$ cat src/rtl/matvec_load_ctrl.sv
// matvec_load_ctrl: sequences one matrix-vector job for the MAC.
// Clears the MAC, streams ROWS matrix lines and one vector line from an
// Avalon-MM read master (one read in flight), waits for the MAC and then
// presents the selected row result. Progress is guarded by a timeout.
module matvec_load_ctrl #(
    parameter int DATA_WIDTH  = 8,
    parameter int ROWS        = 8,
    parameter int COLS        = 8,
    parameter int ADDR_WIDTH  = 32,
    parameter int RES_WIDTH   = 24,
    parameter int TIMEOUT_CYC = 1023,
    localparam int LW    = COLS * DATA_WIDTH,
    localparam int SEL_W = (ROWS > 1) ? $clog2(ROWS) : 1
) (
    input  logic                      CLOCK_50,
    input  logic                      rst_n,
    input  logic                      start,
    input  logic [ADDR_WIDTH-1:0]     base_addr,
    output logic [ADDR_WIDTH-1:0]     avm_address,
    output logic                      avm_read,
    input  logic [LW-1:0]             avm_readdata,
    input  logic                      avm_readdatavalid,
    input  logic                      avm_waitrequest,
    output logic                      mac_clr,
    output logic                      a_wren,
    output logic                      b_wren,
    output logic [LW-1:0]             line_data,
    input  logic                      mac_done,
    input  logic [ROWS*RES_WIDTH-1:0] mac_result,
    input  logic [SEL_W-1:0]          sel,
    output logic [RES_WIDTH-1:0]      result,
    output logic                      busy,
    output logic                      done,
    output logic                      err
);
    // Line index runs 0..ROWS (ROWS matrix lines, then the vector line).
    localparam int CNT_W = $clog2(ROWS + 2);
    localparam int TMO_W = $clog2(TIMEOUT_CYC + 1);
    localparam logic [CNT_W-1:0] LAST_IDX = CNT_W'(ROWS);
    localparam logic [TMO_W-1:0] TMO_LAST = TMO_W'(TIMEOUT_CYC - 1);

    typedef enum logic [2:0] {
        S_IDLE, S_CLEAR, S_REQ, S_WAIT_DATA, S_COMPUTE, S_DONE, S_ERROR
    } state_t;

    state_t                    state, state_n;
    logic [ADDR_WIDTH-1:0]     base_q;
    logic [CNT_W-1:0]          count;
    logic [TMO_W-1:0]          tcnt;
    logic [ROWS*RES_WIDTH-1:0] res_q;
    logic                      counting;
    logic                      tmo;

    // Address is base plus line index; the adder wraps naturally.
    assign avm_address = base_q + ADDR_WIDTH'(count);
    assign counting    = (state == S_REQ) || (state == S_WAIT_DATA) || (state == S_COMPUTE);
    // Expires on the cycle the counter would reach TIMEOUT_CYC.
    assign tmo         = counting && (tcnt == TMO_LAST);

    // State register.
    always_ff @(posedge CLOCK_50 or negedge rst_n) begin
        if (!rst_n) state <= S_IDLE;
        else        state <= state_n;
    end

    // Next-state and state-decoded outputs; real progress beats the timeout.
    always_comb begin
        state_n  = state;
        mac_clr  = 1'b0;
        avm_read = 1'b0;
        busy     = 1'b0;
        done     = 1'b0;
        err      = 1'b0;
        case (state)
            S_IDLE: if (start) state_n = S_CLEAR;
            S_CLEAR: begin
                busy    = 1'b1;
                mac_clr = 1'b1;
                state_n = S_REQ;
            end
            S_REQ: begin
                busy     = 1'b1;
                avm_read = 1'b1;
                if (!avm_waitrequest) state_n = S_WAIT_DATA;
                else if (tmo)         state_n = S_ERROR;
            end
            S_WAIT_DATA: begin
                busy = 1'b1;
                if (avm_readdatavalid) state_n = (count == LAST_IDX) ? S_COMPUTE : S_REQ;
                else if (tmo)          state_n = S_ERROR;
            end
            S_COMPUTE: begin
                busy = 1'b1;
                if (mac_done) state_n = S_DONE;
                else if (tmo) state_n = S_ERROR;
            end
            S_DONE: begin
                done = 1'b1;
                if (start) state_n = S_CLEAR;
            end
            S_ERROR: begin
                err = 1'b1;
                if (start) state_n = S_CLEAR;
            end
            default: state_n = S_IDLE;
        endcase
    end

    // Datapath: run setup, line capture, write strobes, timeout, results.
    always_ff @(posedge CLOCK_50 or negedge rst_n) begin
        if (!rst_n) begin
            base_q    <= '0;
            count     <= '0;
            tcnt      <= '0;
            res_q     <= '0;
            line_data <= '0;
            a_wren    <= 1'b0;
            b_wren    <= 1'b0;
            result    <= '0;
        end else begin
            a_wren <= 1'b0;
            b_wren <= 1'b0;
            // Every accepted start passes through CLEAR first.
            if (state_n == S_CLEAR) begin
                base_q <= base_addr;
                count  <= '0;
            end
            // Strobes land one cycle after the data, together with line_data.
            if (state == S_WAIT_DATA && avm_readdatavalid) begin
                line_data <= avm_readdata;
                count     <= count + 1'b1;
                a_wren    <= (count < LAST_IDX);
                b_wren    <= (count == LAST_IDX);
            end
            if (state == S_COMPUTE && mac_done)
                res_q <= mac_result;
            if (state_n != state || avm_readdatavalid)
                tcnt <= '0;
            else if (counting)
                tcnt <= tcnt + 1'b1;
            // Result is zero outside DONE, including the cycle a restart leaves it.
            if (state == S_DONE && state_n == S_DONE && int'(sel) < ROWS)
                result <= res_q[int'(sel)*RES_WIDTH +: RES_WIDTH];
            else
                result <= '0;
        end
    end
endmodule

$ cat config.mk
export PLATFORM = sky130hd
export DESIGN_NAME = matvec_load_ctrl
export DESIGN_NICKNAME = d
export VERILOG_FILES = /design/src/rtl/matvec_load_ctrl.sv
export SDC_FILE = /design/constraint.sdc
export NUM_CORES = 1
export LEC_CHECK = 0
export CAP_MARGIN = 20
export CORE_UTILIZATION = 48
export CTS_CLUSTER_SIZE = 8
export DETAILED_ROUTE_END_ITERATION = 10
export GPL_TIMING_DRIVEN = 1
export PLACE_DENSITY = 0.81
export REMOVE_ABC_BUFFERS = 1
export SETUP_SLACK_MARGIN = 0.1
export SLEW_MARGIN = 20
export SYNTH_ARGS = -nofsm -noshare
export SYNTH_HDL_FRONTEND = slang
export SYNTH_SLANG_ARGS = --single-unit
$ cat constraint.sdc
create_clock -name CLOCK_50 -period 3.41 [get_ports CLOCK_50]
set_input_delay 0.682 -clock CLOCK_50 [delete_from_list [all_inputs] [get_ports CLOCK_50]]
set_output_delay 0.682 -clock CLOCK_50 [all_outputs]
set_load 0.01 [all_outputs]
==> impl_metrics.csv <==
group,metric,value,unit
synth,synthFlopType,"dfrtp_1",
synth,ys_ff_latch,331,
clock_tree,clk_latency,0.53,ns
die,ioPinCount,424,
grt,grt_first_pass_wirelength,63880,um
finish,multi_input_area,6300,um2
pwr,switching_power,0.003880,W
synth,ys_warn_count,0,
die,rows,63,
finish,drive_gt1_share,12.62,%
setup_path,path_cells,"ha_2 -> inv_2 -> fa_2 -> nand2b_4 -> a21oi_2 -> buf_4 -> nor2b_4 -> nand4_1 -> xnor2_2 -> buf_2",
finish,register_area,8284,um2
finish,final_common_cell,"nand2_1",
pwr,p_int,0.009274,W
finish,area_growth,41.38,%
timing,setup_tns,-0.2152,ns
pwr,leakage,10.26,nW
finish,nets,2245,
grt,gr-total-overflow,0,
pwr,switching_share,29.50,%
timing,period_needed,3.523,ns
clock_tree,numCtsBuffers,47,
route,dr.pass1.iters,5,
grt,grt_pass1_vias,12489,
synth,netlist_top_cells_area,"dfrtp_1 56%, nand2_1 20%, mux4_2 5.5%",
place,numPortBuffers,423,
pwr,comb_power_share,28.7,%
setup_path,cp-end-kind,"output pin",
setup_path,worstSetupPathType,"flip-flop to output pin",
die,start_util,49.31,%
synth,avgSynthCellArea,9.807,um2
finish,fill_cells,2156,
die,dieArea,31560,um2
clock_tree,tritoncts,"yes",
synth,syn_inst,1510,
route,routed_wirelength,41620,um
timing,max_slew_margin,36.59,%
die,core_area,30030,um2
pwr,pwr-share-clk,31.5,%
setup_path,critPathArrivalTime,2.84,ns
timing,tightest_slew,0.9512,ns
timing,fmaxAchievable,0.2838,GHz
grt,grtUsageTotal,25.88,%
setup_path,required,2.73,ns
place,placed_cells,2264,
outcome,status,"finished, violations left",
route,remaining_drc_errors,0,
grt,grt_max_degree,193,
clock_tree,clk_path_buf_depth,3,
place,dp.final_hpwl,27580,um
clock_tree,clk_pin_slew,0.05,ns
synth,syn-cell-area,14810,um2
pwr,power,0.01315,W
timing,clock-skew-final,0.01434,ns
clock_tree,cts_max_level,2,
pwr,ir_drop,0.4296,mV
timing,setup_violations,6,
synth,yosysTopAreaCell,"dfrtp_1",
route,vias_per_cell,5.273,
synth,async_flop_share,100.0,%
route,vias,12296,
finish,fin_cells,2332,
die,die_x,177.7,um
setup_path,worstPathMaxFanout,4,
die,fp.dieH,177.7,um
clock_tree,cts_sinks,331,
timing,finalCritPeriodShare,103.3,%
clock_tree,postCtsHoldBufs,0,
setup_path,crit_path_start_kind,"flip-flop",
grt,antenna_found_initial,2,
setup_path,slowest_stage,"fa_2",
synth,synth_edf_count,0,
hold_path,hold_path_class,"input port to asynchronous set/reset pin",
synth,synth_top_area_share,55.93,%
finish,mostFrequentLayoutCells,"785 x nand2_1, 392 x clkdlybuf4s50_1, 330 x dfrtp_1, 49 x clkbuf_16, 40 x nor2_1",
timing,rsz0062_at_grt,"yes",
timing,maxSlewViolCount,0,
place,place_area,19410,um2
outcome,violations,"negative setup slack",
pwr,pwr-share-seq,39.7,%
synth,synth-seq-area-share,55.93,%
setup_path,max_stage_delay,0.39,ns
route,drt_iter0_drc,775,
finish,fin_area,20940,um2
timing,hold_viol_final,0,
route,ant_nets,0,
timing,setup_ws,-0.1130,ns
pwr,power_density,628.3,nW/um2
synth,synth.distinct_cells,57,
route,post_drt_wl_per_cell,17.85,um
clock_tree,root_buffer,"clkbuf_16",
place,place.gp.congestion,0.8808,
job,maxCapViolations,0,
finish,final_util,69.72,%
-- critical path: cells and delay by family (launching register included) --
kind | cells | cell delay, ns
compound gates | 1 | 0.13
flops | 1 | 0.35
buf+inv | 3 | 0.39
simple gates | 3 | 0.53
xor+xnor | 1 | 0.31
fa+ha+maj | 2 | 0.59
-- sequential cells by signal, indices dropped and copies added, names as in the netlist --
| signal | cells |
|---|---|
| a_wren | 1 |
| b_wren | 1 |
| base_q | 32 |
| count | 4 |
| line_data | 64 |
| res_q | 192 |
| result | 24 |
| state | 3 |
| tcnt | 10 |
-- per-layer routing --
| layer | GRT usage, % | wire length, um | up-vias |
|---|---|---|---|
| met5 | 0 | 0 | - |
| met4 | 9.758 | 1407 | 0 |
| met3 | 5.848 | 3019 | 103 |
| met2 | 45.35 | 21430 | 490 |
| met1 | 31.00 | 15760 | 6028 |
| li1 | - | - | 5675 |
-- worst paths after layout --
check                                    endpoint  slack, ns                    from  cells after the start
hold reg to reg            res_q[137]$_DFFE_PN0P_       0.47  res_q[137]$_DFFE_PN0P_                      2
min in group CLOCK_50      res_q[137]$_DFFE_PN0P_       0.47  res_q[137]$_DFFE_PN0P_                      2
max in group asynchronous    res_q[3]$_DFFE_PN0P_       2.37                   rst_n                      2
setup / recovery                  avm_address[10]      -0.11   base_q[0]$_DFFE_PN0N_                     10
hold / removal             res_q[159]$_DFFE_PN0P_       0.19                   rst_n                      1
setup reg to reg            base_q[7]$_DFFE_PN0N_       1.18      state[2]$_DFF_PN0_                      4
-- final cells by class --
cell class              instances  share of cell area, %
clock buffers                  50                  5.874
flip-flops and latches        331                  39.57
well taps                     390                  2.331
repair buffers                464                  21.84
clock inverters                 1                 0.1434
inverters                       8                 0.1434
diodes                          1                0.01195
multi-input cells            1087                  30.09
-- cells in the mapped netlist (all sizes together) (2+ instances only) --
cell	count
nand2	790
dfrtp	331
mux4	48
nor2	44
buf	42
clkbuf	42
mux2	32
xnor2	25
mux2i	24
nand3	15
xor2	14
nand4	11
and3	10
o21ai	9
ha	8
inv	8
a21oi	7
and4	7
nand2b	6
nand3b	4
a21boi	3
a21o	3
and2	3
a31oi	2
nor3b	2
o22ai	2
or2	2
-- through the flow --
step / setup WS [ns] / hold slack [ns]
final: -0.1130 / 0.1937
after global routing: -0.1706 / 0.2471
after CTS: -0.01159 / 0.2107
after detailed placement: 0.02567 / 0.4542
after global placement: 0.1562 / 0.4502
after floorplan: -3.530 / 0.3864
-- cell families after synthesis --
family	share of synthesized area [%]
flip-flops	55.93
AO/OA/AOI/OAI	1.614
XOR/XNOR	2.307
adder cells (fa/ha/maj)	0.8111
AND/OR/NAND/NOR	24.65
buffers and inverters	3.075
multiplexers	11.62
-- power by group through the flow --
stage,clock network [W],logic [W],registers (W)
2_1_floorplan,0,0.00143,0.00529
3_3_place_gp,0,0.00362,0.00515
3_5_place_dp,0,0.00371,0.00520
4_1_cts,0.00422,0.00369,0.00515
5_1_grt,0.00437,0.00410,0.00530
6_report,0.00415,0.00378,0.00523
-- timing repair --
item | CTS | global route
gates resized for setup | 92 | 44
endpoints found under the hold margin | 0 | 0
endpoints found under the setup margin | 28 | 27
setup buffers | 5 | 10
pin swaps | 11 | 22
cloned | 1 | 0
Power figures use the tool's default switching activity.
